--- config.mk ---
export PLATFORM = sky130hd
export DESIGN_NAME = tile_renderer
export DESIGN_NICKNAME = d
export VERILOG_FILES = /design/src/rtl/tile_renderer.sv
export SDC_FILE = /design/constraint.sdc
export NUM_CORES = 1
export LEC_CHECK = 0
export ABC_AREA = 1
export CAP_MARGIN = 30
export CORE_MARGIN = 2
export CORE_UTILIZATION = 44
export DETAILED_ROUTE_END_ITERATION = 8
export GPL_TIMING_DRIVEN = 0
export PLACE_DENSITY = 0.86
export RECOVER_POWER = 100
export SLEW_MARGIN = 5
export SYNTH_ARGS = -nofsm -noshare
export SYNTH_HDL_FRONTEND = slang
export SYNTH_SLANG_ARGS = --single-unit
--- constraint.sdc ---
create_clock -name clk -period 1.8 [get_ports clk]
set_input_delay 0.45 -clock clk [delete_from_list [all_inputs] [get_ports clk]]
set_output_delay 0.45 -clock clk [all_outputs]
set_load 0.005 [all_outputs]
--- src/rtl/tile_renderer.sv ---
// Tile-map background renderer: turns display coordinates into RGB332 pixels through a
// fixed four-stage fetch pipeline (map/attribute -> pattern -> palette -> output).
module tile_renderer #(
  parameter logic [11:0] COLATTR_BASE = 12'h800,
  parameter logic        VSYNC_ACTIVE = 1'b0,
  parameter logic        HSYNC_ACTIVE = 1'b0
) (
  input  logic        clk,
  input  logic        rst,
  input  logic [9:0]  x,
  input  logic [9:0]  y,
  input  logic        active,
  input  logic        hsync_in,
  input  logic        vsync_in,
  input  logic [8:0]  scroll_x,
  input  logic [7:0]  scroll_y,
  output logic [11:0] map_read_addr,
  input  logic [7:0]  map_read_data,
  output logic [11:0] colattr_read_addr,
  input  logic [7:0]  colattr_read_data,
  output logic [10:0] tile_read_addr,
  input  logic [7:0]  tile_read_data,
  output logic [3:0]  color_read_addr,
  input  logic [7:0]  color_read_data,
  output logic [7:0]  rgb,
  output logic        hsync_out,
  output logic        vsync_out,
  output logic        active_out
);

  logic [8:0] sx_l;
  logic [7:0] sy_l;
  logic       vs_prev;

  logic [8:0] lx, px;
  logic [7:0] ly, py;

  logic [2:0] fine_col0, fine_row0, fine_col1;
  logic [7:0] attr1;
  logic       act0, act1, act2;
  logic       hs0, hs1, hs2;
  logic       vs0, vs1, vs2;

  // Low bits are dropped by pixel doubling; y[9] never matters for 240 logical rows.
  logic unused_coord_bits;
  assign unused_coord_bits = ^{x[0], y[0], y[9]};

  always_comb begin
    lx = x[9:1];
    ly = y[8:1];
    px = lx + sx_l;
    py = ly + sy_l;
  end

  always_ff @(posedge clk) begin
    if (rst) begin
      sx_l              <= '0;
      sy_l              <= '0;
      vs_prev           <= ~VSYNC_ACTIVE;
      map_read_addr     <= '0;
      colattr_read_addr <= '0;
      tile_read_addr    <= '0;
      color_read_addr   <= '0;
      fine_col0         <= '0;
      fine_row0         <= '0;
      fine_col1         <= '0;
      attr1             <= '0;
      act0              <= 1'b0;
      act1              <= 1'b0;
      act2              <= 1'b0;
      hs0               <= ~HSYNC_ACTIVE;
      hs1               <= ~HSYNC_ACTIVE;
      hs2               <= ~HSYNC_ACTIVE;
      vs0               <= ~VSYNC_ACTIVE;
      vs1               <= ~VSYNC_ACTIVE;
      vs2               <= ~VSYNC_ACTIVE;
      rgb               <= '0;
      hsync_out         <= ~HSYNC_ACTIVE;
      vsync_out         <= ~VSYNC_ACTIVE;
      active_out        <= 1'b0;
    end else begin
      // Scroll is taken only on the inactive->active vsync edge so a frame never tears.
      vs_prev <= vsync_in;
      if (vsync_in == VSYNC_ACTIVE && vs_prev != VSYNC_ACTIVE) begin
        sx_l <= scroll_x;
        sy_l <= scroll_y;
      end

      map_read_addr     <= {1'b0, py[7:3], px[8:3]};
      colattr_read_addr <= COLATTR_BASE + {1'b0, py[7:3], px[8:3]};
      fine_col0         <= px[2:0];
      fine_row0         <= py[2:0];
      act0              <= active;
      hs0               <= hsync_in;
      vs0               <= vsync_in;

      tile_read_addr <= {map_read_data, fine_row0};
      attr1          <= colattr_read_data;
      fine_col1      <= fine_col0;
      act1           <= act0;
      hs1            <= hs0;
      vs1            <= vs0;

      color_read_addr <= tile_read_data[3'd7 - fine_col1] ? attr1[7:4] : attr1[3:0];
      act2            <= act1;
      hs2             <= hs1;
      vs2             <= vs1;

      rgb        <= act2 ? color_read_data : 8'h00;
      hsync_out  <= hs2;
      vsync_out  <= vs2;
      active_out <= act2;
    end
  end

endmodule

==> results of run 1 <==
power by group through the flow:
stage | Clock [uW] | Sequential (uW) | Combinational (uW)
final | 1490 | 1970 | 765
after global routing | 1590 | 1980 | 856
after CTS | 1510 | 1970 | 787
after detailed placement | 0 | 2010 | 777
after global placement | 0 | 2010 | 750
after floorplan | 0 | 2010 | 364
worst paths after layout:
path | endpoint | cells past startpoint | start | slack (ns)
setup / recovery | map_read_addr[7] | 2 | map_read_addr[7]$_SDFF_PP0_ | 0.06
setup reg to reg | map_read_addr[9]$_SDFF_PP0_ | 9 | sy_l[0]$_SDFFE_PP0P_ | 0.28
hold reg to reg | act2$_SDFF_PP0_ | 2 | act1$_SDFF_PP0_ | 0.40
hold / removal | act2$_SDFF_PP0_ | 2 | act1$_SDFF_PP0_ | 0.40
logic make-up after synthesis:
logic type | Yosys count | synth area share (%)
AND/OR/NAND/NOR | 162 | 21.06
buffers and inverters | 98 | 13.12
flip-flops | 81 | 50.45
AO/OA/AOI/OAI | 48 | 7.630
adder cells (fa/ha/maj) | 17 | 7.085
XOR/XNOR | 2 | 0.5451
other | 1 | 0.1167
worst max-delay path, stage by stage, from the launching register on:
cell	delay, ns
dfxtp_1	0.36
buf_4	0.11
clkdlybuf4s50_1	0.49
layer usage:
metal  track usage [%]  vias to the layer above  share of wire, %
met1             20.05                     1274                40
li1                  -                     1490                 -
met2             35.08                      122                49
met5                 0                        -                 0
met4             6.784                        0               1.9
met3             6.556                       18               9.1
sequential cells by signal, summed over array words and instances (netlist names), 2 cells and up:
signal and cells:
sy_l 8, tile_read_addr 11, fine_row0 3, fine_col0 3, rgb 8, fine_col1 3, sx_l 9, map_read_addr 10
attr1 8, colattr_read_addr 2, color_read_addr 4
area by class of cell:
class	instances	area share, %
Clock inverter	4	1.998
Timing Repair Buffer	119	25.03
Buffer	21	2.681
Sequential cell	81	34.10
Clock buffer	9	2.603
Inverter	77	6.073
Multi-Input combinational cell	230	24.92
Tap cell	99	2.603
cells in the mapped netlist, drive strengths merged:
library cell	instances
nor2	85
dfxtp	81
inv	77
nand2	45
nand3	25
o21ai	24
a21oi	22
buf	19
ha	15
or2	7
clkbuf	2
fa	2
xnor2	2
a21boi	1
conb	1
o21bai	1
per-stage QoR:
step                util, %  hold slack [ns]
finish                66.33           0.3956
global route          66.33           0.4248
CTS                   66.14           0.4042
detailed placement    62.98           0.3989
global placement      62.98           0.3896
floorplan                 -           0.3883
repair_timing:
action	4_1_cts	5_1_grt
buffers inserted	0	1
pin swaps	2	3
gates resized for setup	3	8
cloned	0	0
endpoints found under the setup margin	1	4
==> results by group, run 1 <==
Run status
  • Outcome: finished, final reports clean

Timing
  • Clock Skew: 0.01131 ns
  • Setup slack after layout: 0.05889 ns
  • Final hold vios: 0
  • Fmax: 0.5743 GHz
  • Relative slew slack: 65.57%
  • Final Max Slew Viols: 0
  • Final worst path period need: 1.741 ns
  • Setup violators final: 0
  • Slew @ Worst Pin: 0.5146 ns
  • Setup TNS Final: 0 ns
  • Unrepaired setup endpoints after global routing: no
  • Final worst path period share: 96.73%

Drt
  • Starting DRT DRC Count: 71
  • Final WL: 7591 um
  • Antenna Nets Post-Route: 0
  • DRC Markers: 0
  • Router iterations before antenna repair: 4
  • DR vias/cell: 4.538
  • Vias: 2904
  • Routed length per instance: 11.86 um

GRT
  • Grt total ovfl: 0
  • Largest net degree at the start of global routing: 13
  • Total GRT Usage: 19.06%
  • Vias in the first global route: 2785
  • Initial antenna violation count: 0
  • First-pass GRT wire length: 11690 um

Yosys
  • Synth cell types: 21
  • Synthesis-stage register bit count: 81
  • Cells after synthesis: 409
  • Post-synth top area share: 50.45%
  • Syn nets: 500
  • Mean post-synth cell area: 7.859 um^2
  • Synth Cell Area: 3214 um^2
  • Sequential element share of the synthesized area: 50.45%
  • Ys Warns: 0
  • Synth area leaders: dfxtp_1, nor2_1, inv_1
  • Biggest area consumer among synthesized cells: dfxtp_1

Pwr
  • Worst VDD drop: 0.4639 mV
  • Share of power burned in the clock network: 35.2%
  • Sw Ratio: 23.07%
  • Total power: 4220 uW
  • Int Pwr: 3247 uW
  • Psw: 973.5 uW
  • PwrDens: 886.7 nW/um^2
  • Logic pwr share: 18.1%
  • Sequential Power Share: 46.6%
  • Leak Pwr: 0.002340 uW

Place
  • PortBufs: 118
  • Hpwl dp: 5888 um
  • Dpl cells: 626
  • Post-place setup slack: -0.3901 ns
  • DP Area: 4519 um^2
  • Global placer's final weighted congestion: 0.8896

Die
  • Area of the core region: 7176 um^2
  • Die area: 8005 um^2
  • Die width: 89.47 um
  • Die height: 89.47 um
  • Cell Rows: 31
  • Number of I/O pins: 124
  • Initial core utilization: 44.80%

Flow run
  • MaxCap Viol Count: 0

Worst hold path
  • Worst hold path type: flip-flop to flip-flop

Layout
  • Fin nets: 630
  • Multi-input logic area: 1186 um^2
  • Share of cells above drive strength 1: 9.242%
  • Most common cell after layout, fill and taps aside: nor2_1
  • Final std cells w/o fill: 640
  • Synth-to-Final Area Change: 48.07%
  • Reg area: 1623 um^2
  • Fill count: 607
  • Post-route cell area: 4760 um^2
  • Antenna diode count: 0
  • Most frequent cells in the layout: nor2_1, dfxtp_1, clkdlybuf4s50_1

Setup path
  • WS Path Type: flip-flop to output port
  • Worst Path Required: 1.35 ns
  • Crit end category: output port
  • Crit Path Max Fanout: 2
  • Crit path DAT: 1.29 ns
  • Worst Setup Start Kind: flip-flop

Clock tree
  • Clock sink count: 81
  • # hold bufs at CTS: 0
  • H-Tree Depth: 3
  • TritonCTS clock tree: done
  • TritonCTS buffer count: 9
  • Longest Clk Path Bufs: 2
  • Clk_lat worst skew: 0.35 ns
  • CTS clock-pin slew for the worst setup and hold paths: 0.07 ns
  • Clock root buffer master: clkbuf_8
(Power assumes the default switching activity.)
==> run 2: changes to the inputs <==
--- a/config.mk
+++ b/config.mk
@@ -13,6 +13,7 @@
 export GPL_TIMING_DRIVEN = 0
 export PLACE_DENSITY = 0.86
 export RECOVER_POWER = 100
+export SKIP_CTS_REPAIR_TIMING = 1
 export SLEW_MARGIN = 5
 export SYNTH_ARGS = -nofsm -noshare
 export SYNTH_HDL_FRONTEND = slang
==> run 2 against run 1 <==
Against the previous run: clock power about the same; via count is 0.31% higher; utilization is 0.12 points higher; sequential share of layout area shrank 0.063 points; critical path depth unchanged; count of clock-buffer cells in the layout unchanged; combinational power increased by 0.5%; wire length rose by 0.72%; non-clock buffer count is the same; register-to-register slack hardly changed; sequential cell count did not move; global-route usage is the same; critical path type unchanged; largest power group unchanged.
==> results by group, run 2 (synthesis gave the netlist of run 1 again) <==
Clock tree
  • Clk_lat worst skew: 0.35 ns
  • TritonCTS clock tree: done
  • CTS clock-pin slew for the worst setup and hold paths: 0.07 ns
  • Clock root buffer master: clkbuf_8
  • Longest Clk Path Bufs: 2
  • H-Tree Depth: 3
  • TritonCTS buffer count: 9
  • Clock sink count: 81

Place
  • PortBufs: 118
  • Hpwl dp: 5888 um
  • Global placer's final weighted congestion: 0.8896
  • Post-place setup slack: -0.3901 ns

GRT
  • Total GRT Usage: 19.06%
  • Grt total ovfl: 0
  • First-pass GRT wire length: 11680 um
  • Largest net degree at the start of global routing: 13
  • Initial antenna violation count: 0
  • Vias in the first global route: 2776

Layout
  • Max FFs per register: 11
  • Synth-to-Final Area Change: 48.35%
  • Most common cell after layout, fill and taps aside: nor2_1
  • Biggest registers after layout: tile_read_addr: 11 flops, map_read_addr: 10 flops, sx_l: 9 flops
  • Top reg by flops: tile_read_addr
  • Fill count: 606
  • Fin nets: 630
  • Post-layout util: 66.45%
  • Antenna diode count: 0
  • Share of cells above drive strength 1: 9.427%
  • Most frequent cells in the layout: nor2_1, dfxtp_1, clkdlybuf4s50_1

Timing
  • Relative slew slack: 65.27%
  • Unrepaired setup endpoints after global routing: no
  • Final hold vios: 0
  • Setup slack after layout: 0.05610 ns
  • Final worst path period need: 1.744 ns
  • Clock Skew: 0.01058 ns
  • Final worst path period share: 96.88%
  • Slew @ Worst Pin: 0.5209 ns
  • Final Max Slew Viols: 0
  • Fmax: 0.5734 GHz
  • Setup violators final: 0

Pwr
  • Share of power burned in the clock network: 35.2%
  • Sequential Power Share: 46.6%
  • PwrDens: 886.2 nW/um^2
  • Worst VDD drop: 0.4641 mV
  • Psw: 979.2 uW
  • Leak Pwr: 0.002343 uW
  • Logic pwr share: 18.2%
  • Int Pwr: 3247 uW
  • Sw Ratio: 23.17%

Setup path
  • Crit Path Max Fanout: 2
  • Crit path DAT: 1.29 ns
  • Worst path slowest cell: clkdlybuf4s50_1
  • Crit end category: output port
  • Worst Path Required: 1.35 ns
  • CP Buf/Inv Count: 2
  • Reg-to-reg critical path startpoint: sy_l[0]$_SDFFE_PP0P_
  • WS Path Type: flip-flop to output port
  • CP Cell Sequence: buf_4 -> clkdlybuf4s50_1
  • Crit-path max cell delay: 0.49 ns
  • Worst Setup SP: map_read_addr[7]$_SDFF_PP0_
  • Worst Setup Start Kind: flip-flop
  • Crit-path leading delay family: buffers and inverters

Die
  • Area of the core region: 7176 um^2
  • Number of I/O pins: 124
  • Die width: 89.47 um
  • Initial core utilization: 44.80%
  • Cell Rows: 31
  • Die area: 8005 um^2
  • Die height: 89.47 um

Drt
  • Router iterations before antenna repair: 4
  • DR vias/cell: 4.552
  • Final WL: 7646 um
  • Starting DRT DRC Count: 94
  • DRC Markers: 0
  • Antenna Nets Post-Route: 0
  • Routed length per instance: 11.95 um
  • Vias: 2913

Worst hold path
  • Critical hold path startpoint: act1$_SDFF_PP0_
  • Worst hold path type: flip-flop to flip-flop

Flow run
  • MaxCap Viol Count: 0

Run status
  • Outcome: finished, final reports clean
==> run 2: worst register-to-register path: cells and delay by family, from the launching register on <==
kind / cells / cell delay [ns]
adder cells (fa/ha/maj): 2 / 0.51
flip-flops: 1 / 0.34
AND/OR/NAND/NOR: 4 / 0.30
AO/OA/AOI/OAI: 1 / 0.17
buffers and inverters: 2 / 0.12
==> run 2: worst paths after layout <==
kind	endpoint	slack [ns]	cells after the start
worst max-delay path	map_read_addr[7]	0.06	2
worst min register to register	act2$_SDFF_PP0_	0.40	2
worst min-delay path	act2$_SDFF_PP0_	0.40	2
worst max register to register	map_read_addr[9]$_SDFF_PP0_	0.29	9
==> run 2: metrics by stage <==
step | setup TNS [ns] | hold slack [ns] | power, uW | cells | instance area (um^2)
after floorplan | 0 | 0.3883 | 2371 | 409 | 3214
after detailed placement | -2.436 | 0.3989 | 2789 | 626 | 4519
after CTS | -0.01347 | 0.4042 | 4266 | 639 | 4738
after global placement | -1.792 | 0.3896 | 2757 | 626 | 4519
after global routing | 0 | 0.4248 | 4432 | 640 | 4768
final | 0 | 0.3956 | 4226 | 640 | 4768
==> run 2: cell type report <==
type	count	area (um^2)	area share (%)
sequential	81	1623	34.03
multi-input combinational	230	1195	25.06
timing repair buffer	119	1191	24.98
inverter	77	289.0	6.061
buffer	21	127.6	2.676
clock buffer	9	123.9	2.598
tap	99	123.9	2.598
clock inverter	4	95.09	1.994
==> run 2: per-layer routing <==
layer	share of wire [%]	wire, um	vias up	global-route usage [%]
met1	41	3115	1284	20.45
met5	0	0	-	0
met3	8.7	666	18	6.371
met4	1.9	142	0	6.649
met2	49	3721	125	34.81
li1	-	-	1486	-
==> run 2: power groups by stage <==
stage	Combinational (uW)	Clock (uW)	Sequential (uW)
global route	859	1590	1980
global placement	750	0	2010
floorplan	364	0	2010
finish	769	1490	1970
detailed placement	777	0	2010
CTS	783	1510	1970
